## src/rtl/ag32gbd_frame_scanner.sv

```systemverilog
`timescale 1ns/1ps
// ag32gbd_frame_scanner
// Walks the single-pixel sampler across one camera frame in raster order
// (X fastest). It packs four 2-bit samples per byte and writes each byte to
// the frame buffer.
//
// Frame-buffer handshake: FbWriteEn is the valid. While it is high,
// FbWriteAddr and FbWriteData stay frozen. A byte is transferred on every
// clock edge where FbWriteEn && FbWriteReady. FbWriteEn drops on the cycle
// after that transfer. No timeout applies to a stalled write.
//
// FrameStart goes through one input register before its edge detector. As a
// result, SampleStart rises on the second clock edge after FrameStart goes
// high.
module ag32gbd_frame_scanner #(
    parameter int FRAME_W    = 128,
    parameter int FRAME_H    = 112,
    parameter int START_HOLD = 4,
    parameter int TIMEOUT    = 4096
) (
    input  logic        sys_clock,
    input  logic        sys_reset,
    input  logic        FrameStart,
    input  logic        FrameAbort,
    output logic        SampleStart,
    output logic [6:0]  PixelX,
    output logic [6:0]  PixelY,
    input  logic        SampleDone,
    input  logic [1:0]  SampledValue,
    output logic        FbWriteEn,
    output logic [11:0] FbWriteAddr,
    output logic [7:0]  FbWriteData,
    input  logic        FbWriteReady,
    output logic        FrameBusy,
    output logic        FrameDone,
    output logic        SampleTimeout,
    output logic [6:0]  fsm_state
);

    typedef enum logic [6:0] {
        IDLE   = 7'b0000001,
        START  = 7'b0000010,
        WAIT   = 7'b0000100,
        SETTLE = 7'b0001000,
        WRITE  = 7'b0010000,
        NEXT   = 7'b0100000,
        DONE   = 7'b1000000
    } state_t;

    localparam int CNT_W = $clog2(TIMEOUT + 1);
    localparam logic [CNT_W-1:0] HOLD_LAST = CNT_W'(START_HOLD - 1);
    localparam logic [CNT_W-1:0] TMO_LAST  = CNT_W'(TIMEOUT - 1);
    localparam logic [6:0]  X_LAST         = 7'(FRAME_W - 1);
    localparam logic [6:0]  Y_LAST         = 7'(FRAME_H - 1);
    localparam logic [11:0] BYTES_PER_LINE = 12'(FRAME_W / 4);

    state_t           state;
    state_t           state_n;
    logic             fs_q;
    logic             fs_prev;
    logic             done_prev;
    logic             fs_edge;
    logic             done_edge;
    logic [CNT_W-1:0] cnt;
    logic [7:0]       pack;
    logic             start_frame;
    logic             take_sample;
    logic             take_timeout;
    logic [11:0]      y_ext;
    logic [11:0]      x_byte;

    assign fs_edge   = fs_q & ~fs_prev;
    assign done_edge = SampleDone & ~done_prev;

    // Input registers used for FrameStart and SampleDone edge detection.
    always_ff @(posedge sys_clock or posedge sys_reset) begin
        if (sys_reset) begin
            fs_q      <= 1'b0;
            fs_prev   <= 1'b0;
            done_prev <= 1'b0;
        end else begin
            fs_q      <= FrameStart;
            fs_prev   <= fs_q;
            done_prev <= SampleDone;
        end
    end

    // State register.
    always_ff @(posedge sys_clock or posedge sys_reset) begin
        if (sys_reset) begin
            state <= IDLE;
        end else begin
            state <= state_n;
        end
    end

    // Next-state logic and datapath strobes. An abort overrides everything.
    always_comb begin
        state_n      = state;
        start_frame  = 1'b0;
        take_sample  = 1'b0;
        take_timeout = 1'b0;
        case (state)
            IDLE: begin
                if (fs_edge) begin
                    start_frame = 1'b1;
                    state_n     = START;
                end
            end
            START: begin
                // cnt starts at 0 on the first START cycle.
                // It doubles as the hold counter.
                if (cnt == HOLD_LAST) state_n = WAIT;
            end
            WAIT: begin
                // An edge in the expiry cycle wins over the timeout.
                if (done_edge) begin
                    take_sample = 1'b1;
                    state_n     = SETTLE;
                end else if (cnt == TMO_LAST) begin
                    take_timeout = 1'b1;
                    state_n      = SETTLE;
                end
            end
            SETTLE: begin
                // Wait out the stretched done pulse before the next start.
                if (!SampleDone) state_n = (PixelX[1:0] == 2'd3) ? WRITE : NEXT;
            end
            WRITE: begin
                if (FbWriteReady) state_n = NEXT;
            end
            NEXT: begin
                state_n = (PixelX == X_LAST && PixelY == Y_LAST) ? DONE : START;
            end
            DONE: begin
                state_n = IDLE;
            end
            default: begin
                state_n = IDLE;
            end
        endcase
        if (FrameAbort) begin
            state_n      = IDLE;
            start_frame  = 1'b0;
            take_sample  = 1'b0;
            take_timeout = 1'b0;
        end
    end

    // Pixel coordinates, timeout/hold counter, pack register and sticky timeout flag.
    always_ff @(posedge sys_clock or posedge sys_reset) begin
        if (sys_reset) begin
            PixelX        <= '0;
            PixelY        <= '0;
            cnt           <= '0;
            pack          <= '0;
            SampleTimeout <= 1'b0;
        end else if (FrameAbort) begin
            pack <= '0;
        end else if (start_frame) begin
            PixelX        <= '0;
            PixelY        <= '0;
            cnt           <= '0;
            pack          <= '0;
            SampleTimeout <= 1'b0;
        end else begin
            if (state == START || state == WAIT) cnt <= cnt + 1'b1;
            if (take_sample) pack <= {pack[5:0], SampledValue};
            if (take_timeout) begin
                pack          <= {pack[5:0], 2'b00};
                SampleTimeout <= 1'b1;
            end
            if (state == NEXT) begin
                cnt <= '0;
                if (PixelX == X_LAST) begin
                    PixelX <= '0;
                    if (PixelY != Y_LAST) PixelY <= PixelY + 1'b1;
                end else begin
                    PixelX <= PixelX + 1'b1;
                end
            end
        end
    end

    assign y_ext       = {5'd0, PixelY};
    assign x_byte      = {7'd0, PixelX[6:2]};
    assign FbWriteAddr = y_ext * BYTES_PER_LINE + x_byte;
    assign FbWriteData = pack;
    assign SampleStart = (state == START);
    assign FbWriteEn   = (state == WRITE);
    assign FrameDone   = (state == DONE);
    assign FrameBusy   = (state != IDLE) && (state != DONE);
    assign fsm_state   = state;

endmodule
```

## config.mk

```make
export PLATFORM = sky130hd
export DESIGN_NAME = ag32gbd_frame_scanner
export DESIGN_NICKNAME = d
export VERILOG_FILES = /design/src/rtl/ag32gbd_frame_scanner.sv
export SDC_FILE = /design/constraint.sdc
export NUM_CORES = 1
export LEC_CHECK = 0
export BUFFER_PORTS_ARGS = -buffer_cell sky130_fd_sc_hd__buf_4
export CORE_UTILIZATION = 40
export CTS_CLUSTER_DIAMETER = 120
export DETAILED_ROUTE_END_ITERATION = 10
export SETUP_SLACK_MARGIN = 0.3
export SYNTH_ARGS = -nofsm -noshare
export SYNTH_HDL_FRONTEND = slang
export SYNTH_SLANG_ARGS = --single-unit
```

## constraint.sdc

```tcl
create_clock -name sys_clock -period 2.5 [get_ports sys_clock]
set_input_delay 0.125 -clock sys_clock [delete_from_list [all_inputs] [get_ports sys_clock]]
set_output_delay 0.125 -clock sys_clock [all_outputs]
set_load 0.01 [all_outputs]
```

## Yosys cells after proc, flatten, opt, wreduce, memory -nomap -nowiden

Cells that the tools add are included.

| operators by class | value |
|---|---|
| muxes and demuxes | 36 |
| bitwise gates (word level) | 5 |
| add/subtract/negate cells | 4 |
| reduce and logical (&&, ||, !) cells | 14 |
| equality and inequality tests | 20 |

Operators by type and width:

| cell | count |
|---|---|
| two-way mux 7 bit | 15 |
| one-hot mux 7 bit (6 select lines) | 1 |
| two-way mux 13 bit | 3 |
| two-way mux 8 bit | 4 |
| == test 7 bit (second input constant) | 3 |
| adder 7 x 1 -> 7 bit (second input constant) | 2 |
| != test 7 bit (second input constant) | 2 |
| adder 13 x 1 -> 13 bit (second input constant) | 1 |
| == test 13 x 12 -> 1 bit (second input constant) | 1 |
| == test 13 x 2 -> 1 bit (second input constant) | 1 |
| adder 12 x 5 -> 12 bit | 1 |
| two-way mux 1 bit | 12 |
| nonzero test 2 bit | 4 |
| == test 7 x 1 -> 1 bit (second input constant) | 1 |
| == test 7 x 2 -> 1 bit (second input constant) | 1 |
| == test 7 x 3 -> 1 bit (second input constant) | 1 |
| == test 7 x 4 -> 1 bit (second input constant) | 1 |
| == test 7 x 5 -> 1 bit (second input constant) | 1 |
| == test 7 x 6 -> 1 bit (second input constant) | 1 |
| != test 7 x 1 -> 1 bit (second input constant) | 1 |
| two-way mux 6 bit | 1 |
| != test 3 x 2 -> 1 bit (second input constant) | 2 |
| != test 3 bit (second input constant) | 2 |
| AND reduction 2 bit | 3 |
| 10 further kinds | 14 |

| word-level totals | value |
|---|---|
| bits in registers | 46 |
| logic and storage cells | 88 |

## Depth between registers and ports, before layout

| logic depth | value |
|---|---|
| depth in word-level cells | 9 |
| depth in mapped cells | 7 |

## Worst setup path before layout

No wires, ideal clock.

| path | value |
|---|---|
| path type | flip-flop to flip-flop |
| start | reg state[0], in the netlist fsm_state[0] |
| end | reg cnt[10] |
| path slack | 0.423 ns |
| setup time | 0.121 ns |
| required time | 2.379 ns |
| arrival time | 1.956 ns |
| period minus slack after synthesis | 2.077 ns |
| path buffers | 2 |
| cell stages (with the launch flop) | 7 |
| cell sequence | dfstp_2 -> buf_4 -> or3b_2 -> or3_4 -> a21oi_4 -> buf_2 -> nor2_1 |

| on the way | value |
|---|---|
| longest elaborated chain between the ends | 5 |

Ends and longest elaborated chain:

| item | RTL line | RTL |
|---|---|---|
| start, declared | 57 | `state_t state;` |
| start signal, assigned | 93 | `state <= state_n;` |
| == test 7 x 1 -> 1 bit | 103 | `case (state)` |
| two-way mux 1 bit | 103 |  |
| two-way mux 1 bit | 142 | `if (FrameAbort) begin` |
| nonzero test 3 bit (no source line) | - |  |
| AND reduction 2 bit (no source line) | - |  |
| end signal, assigned | 167 | `if (state == START \|\| state == WAIT) cnt <= cnt + 1'b1;` |
| end, declared | 64 | `logic [CNT_W-1:0] cnt;` |

Parallel ways exist; a longest one is shown, timed or not.
A chain may end at the register's enable or synchronous reset.

## Final worst setup path

| path | value |
|---|---|
| start | reg state[2], in the netlist fsm_state[2] |
| end | reg PixelY[3] |

| on the way | value |
|---|---|
| longest elaborated chain between the ends | 5 |

Ends and longest elaborated chain:

| item | RTL line | RTL |
|---|---|---|
| == test 7 x 1 -> 1 bit | 103 |  |
| two-way mux 1 bit | 103 |  |
| two-way mux 1 bit | 142 |  |
| nonzero test 2 bit (no source line) | - |  |
| AND reduction 4 bit (no source line) | - |  |
| end signal, assigned | 177 | `if (PixelY != Y_LAST) PixelY <= PixelY + 1'b1;` |
| end, declared | 27 | `output logic [6:0] PixelY,` |

Parallel ways exist; a longest one is shown, timed or not.

==> out/summary.log <==
INFO  route          drt_pre_antenna_iters=4
INFO  global_route   grt_max_degree=26
INFO  sta            clock.fmax=487MHz
INFO  layout         multi_input_logic_area=1260um2
INFO  synth          synthesis.area=2580um2
INFO  route          highest-signal-layer=met4
INFO  floorplanning  io_pins=54
INFO  hold_path      hold_path_class=input port to flip-flop
INFO  power          post-layout-total-power=2.08mW
INFO  route          wl_met2=2930um
INFO  power          vdd.ir_drop.worst=624uV
INFO  route          met1_length=3060um
INFO  power          power.net_switching=750uW
INFO  power          power.leakage=1.46nW
INFO  flow_run       maxCapViolations=0
INFO  power          power.internal=1.33mW
INFO  global_route   grt_first_pass_wirelength=9890um
INFO  sta            setup_tns_after_final_layout=0ns
INFO  route          route.vias.total=2,176
INFO  layout         layout-drive-gt1-share=27.1%
INFO  layout         flow.area_growth_from_synthesis=21.5%
INFO  setup_path     critPathKind=flip-flop to flip-flop
INFO  setup_path     setup.worst_path.start_class=flip-flop
INFO  sta            finalCritPeriodShare=82.2%
INFO  layout         sequential_cell_area=1150um2
INFO  power          p_clk_share=21.9%
INFO  placed_design  gp_routability_congestion=0.794
INFO  power          sw_share=36.1%
INFO  layout         nets=335
INFO  clock_tree     cts-htree-levels=2
INFO  clock_tree     numClockSinks=46
INFO  setup_path     cp_cell_instances=nor4b_4, and3_1, nand3_1, or3_1, a21oi_1
INFO  synth          yosysWarningCount=0
INFO  synth          async_flop_share=100%
INFO  synth          yosys_register_bits=46
INFO  synth          synthesis.area_per_instance=9.44um2
INFO  floorplanning  area_of_the_die=6770um2
INFO  route          via_per_inst=5.44
INFO  outcome        result_of_the_run=finished clean
INFO  global_route   vias_in_the_first_global_route=2,017
INFO  setup_path     worstPathArrival=2.28ns
INFO  power          power_per_cell_area=664nW/um2
INFO  clock_tree     tritoncts=yes
INFO  sta            grt_setup_unrepaired=no
INFO  clock_tree     number_of_cts_inserted_buffers=5
INFO  setup_path     worst-endpoint-required=2.73ns
INFO  sta            setup_viol=0
INFO  synth          synth_seq_area_share=44.7%
INFO  setup_path     slowest_delay=0.54ns
INFO  sta            finalMaxSlewViolations=0
INFO  global_route   gr-usage-all-layers=19.4%
INFO  clock_tree     insertion_delay=0.30ns
INFO  synth          synth_edf_count=0
INFO  synth          number_of_distinct_library_cell_variants_in_the_gate_level_netlist_after_synthesis=50
INFO  route          drc=0
INFO  route          detail-route-antenna-nets=0
INFO  setup_path     cpMaxStageDelayCell=sky130_fd_sc_hd__dfrtp_1
INFO  setup_path     critPathMaxFanout=11
INFO  floorplanning  die_x=82.3um
INFO  synth          synthesis.nets=284
INFO  setup_path     worstSetupEndpointType=flip-flop
INFO  global_route   grt_remaining_overflow=0
INFO  route          drt_first_iter_violations=93
INFO  clock_tree     ctsRootBufferMaster=sky130_fd_sc_hd__clkbuf_8
INFO  floorplanning  start_util=42.5%
INFO  sta            timing.clock.skew=0.00773ns
INFO  power          comb_power_share=33.0%
INFO  placed_design  placement.io_buffers=53
INFO  floorplanning  placeableCoreArea=6060um2
INFO  sta            worst_pin_slew=0.901ns
INFO  route          route.met3.wl=175um
INFO  route          routed_wirelength=6200um
INFO  sta            timing_hold_violations_final=0
INFO  synth          synth_cells=273
INFO  global_route   antenna_found_initial=0
INFO  placed_design  detailed_place_hpwl=4410um
INFO  synth          synth_ff_type=sky130_fd_sc_hd__dfrtp_1
INFO  sta            layout_min_cycle_time=2.05ns
INFO  route          routed_wire_length_per_instance=15.5um
INFO  clock_tree     max-clock-path-buffers=2
INFO  clock_tree     clkSlewWorstSetupHoldPaths=0.09ns
INFO  layout         filler_cell_count=584
INFO  sta            worst_slew_margin_rel=39.6%
INFO  floorplanning  fp-row-count=28
INFO  floorplanning  die_height=82.3um
INFO  setup_path     critical_path.n_buffers_inverters=0
INFO  power          register_share_of_total_power=45.1%
INFO  layout         n_antenna_cell=0
INFO  setup_path     crit_family=simple AND/OR/NAND/NOR gates
## path summary, 6_finish.rpt
path                                       from  depth (start not counted)             end  slack [ns]
worst max-delay path               fsm_state[2]                          5       PixelY[3]        0.45
worst min-delay path            SampledValue[1]                          3  FbWriteData[1]         0.1
worst max register to register     fsm_state[2]                          5       PixelY[3]        0.45
worst min register to register             fs_q                          0         fs_prev        0.41
max in group asynchronous             sys_reset                          4  FbWriteData[1]        1.40
min in group asynchronous             sys_reset                          3       PixelY[6]        0.48
## timing repair
action | CTS | global route
hold buffers | 3 | 0
hold endpoints to repair | 24 | 0
endpoints found under the setup margin | 0 | 5
buffers inserted | 0 | 2
resized for setup | 0 | 1
## cells by family (layout without fill, tap and decap cells)
logic type / after synthesis / in the layout / synth area share [%]
buffers and inverters: 29 / 81 / 6.51
adders and majority gates: 3 / 3 / 1.46
DFF: 46 / 46 / 44.7
xor gates and xnor gates: 20 / 20 / 6.80
muxes: 2 / 2 / 0.777
AOI/OAI and AO/OA: 49 / 49 / 11.7
and+or+nand+nor: 124 / 124 / 28.0
## synthesized netlist by cell type (2+ instances only)
master	count	area share [%]
sky130_fd_sc_hd__ha_1	3	1.5
sky130_fd_sc_hd__or2_2	2	0.49
sky130_fd_sc_hd__or3b_2	2	0.68
sky130_fd_sc_hd__buf_2	5	0.97
sky130_fd_sc_hd__nor2b_1	3	0.73
sky130_fd_sc_hd__and3_1	6	1.5
sky130_fd_sc_hd__a21oi_1	14	2.7
sky130_fd_sc_hd__o21ai_0	16	3.1
sky130_fd_sc_hd__buf_4	14	4.1
sky130_fd_sc_hd__nand2_1	13	1.9
sky130_fd_sc_hd__inv_1	5	0.73
sky130_fd_sc_hd__and4_1	4	1.4
sky130_fd_sc_hd__nand4_1	14	3.4
sky130_fd_sc_hd__nand3b_1	3	0.87
sky130_fd_sc_hd__a2bb2oi_1	2	0.68
sky130_fd_sc_hd__a21o_1	3	0.87
sky130_fd_sc_hd__nor3b_1	3	0.87
sky130_fd_sc_hd__nand2b_1	4	0.97
sky130_fd_sc_hd__or3_1	2	0.49
sky130_fd_sc_hd__mux2i_1	2	0.78
sky130_fd_sc_hd__nor3_1	4	0.78
sky130_fd_sc_hd__o31ai_1	3	0.87
sky130_fd_sc_hd__nor2_1	31	4.5
sky130_fd_sc_hd__nand3_1	18	3.5
sky130_fd_sc_hd__xor2_1	19	6.5
sky130_fd_sc_hd__clkbuf_1	5	0.73
sky130_fd_sc_hd__dfrtp_1	45	44
sky130_fd_sc_hd__o21ai_1	2	0.39
sky130_fd_sc_hd__nor4_1	5	1.2
## state kept, by name (all words and copies together), names as in the netlist
name	count
FbWriteData	8
SampleTimeout	1
fs_q	1
done_prev	1
fs_prev	1
PixelX	7
PixelY	7
fsm_state	7
cnt	13
## metal layers
metal  GRT usage [%]  vias up
li1                -     1069
met1            27.9     1077
met2            29.8       28
met3            3.30        2
met4            5.26        0
met5               0        -
## worst register-to-register path, stage by stage, from the launching register on
cell,delay [ns]
sky130_fd_sc_hd__dfrtp_1,0.54
sky130_fd_sc_hd__nor4b_4,0.41
sky130_fd_sc_hd__and3_1,0.27
sky130_fd_sc_hd__nand3_1,0.23
sky130_fd_sc_hd__or3_1,0.41
sky130_fd_sc_hd__a21oi_1,0.12
## power by group through the flow
stage / sequential [mW] / combinational, mW / clock [mW]
finish: 0.936 / 0.685 / 0.456
CTS: 0.951 / 0.650 / 0.477
global route: 0.952 / 0.766 / 0.506
floorplan: 0.906 / 0.443 / 0
detailed placement: 0.964 / 0.641 / 0
global placement: 0.958 / 0.634 / 0
## layout by cell type, fill, tap and decap left out, types with 2 or more instances in the layout
cell type and count:
sky130_fd_sc_hd__ha_1 3, sky130_fd_sc_hd__nand2b_1 4, sky130_fd_sc_hd__o31ai_1 3, sky130_fd_sc_hd__nand2_1 13
sky130_fd_sc_hd__nor4_1 5, sky130_fd_sc_hd__inv_1 4, sky130_fd_sc_hd__and3_1 6, sky130_fd_sc_hd__xor2_1 19
sky130_fd_sc_hd__dlygate4sd3_1 3, sky130_fd_sc_hd__or3_1 2, sky130_fd_sc_hd__o21ai_0 16, sky130_fd_sc_hd__a21oi_1 14
sky130_fd_sc_hd__a21o_1 3, sky130_fd_sc_hd__nand4_1 14, sky130_fd_sc_hd__nand3b_1 3, sky130_fd_sc_hd__nor2b_1 3
sky130_fd_sc_hd__dfrtp_1 45, sky130_fd_sc_hd__mux2i_1 2, sky130_fd_sc_hd__clkbuf_8 5, sky130_fd_sc_hd__nor2_1 31
sky130_fd_sc_hd__o21ai_1 2, sky130_fd_sc_hd__a2bb2oi_1 2, sky130_fd_sc_hd__nand3_1 18, sky130_fd_sc_hd__or2_2 2
sky130_fd_sc_hd__or3b_2 2, sky130_fd_sc_hd__nor3b_1 3, sky130_fd_sc_hd__nor3_1 4, sky130_fd_sc_hd__and4_1 3
sky130_fd_sc_hd__buf_4 65
## cell type report
| class | instances | area share (%) |
|---|---|---|
| sequential | 46 | 36.8 |
| tap | 75 | 3.00 |
| inverter | 5 | 0.600 |
| timing repair buffer | 68 | 16.5 |
| clock buffer | 5 | 2.20 |
| clock inverter | 3 | 0.679 |
| multi-input combinational | 198 | 40.2 |
## through the flow
step | cells | worst slack (ns) | util (%) | hold slack, ns | cell area [um2]
global placement | 387 | 0.426 | 49.4 | 0.239 | 2990
finish | 400 | 0.446 | 51.7 | 0.0951 | 3130
detailed placement | 387 | 0.408 | 49.4 | 0.240 | 2990
CTS | 398 | 0.369 | 51.4 | 0.0832 | 3110
global route | 400 | 0.308 | 51.7 | 0.0888 | 3130
floorplan | 273 | 0.423 | - | 0.156 | 2580
No activity file was read; power rests on OpenSTA's default activity.
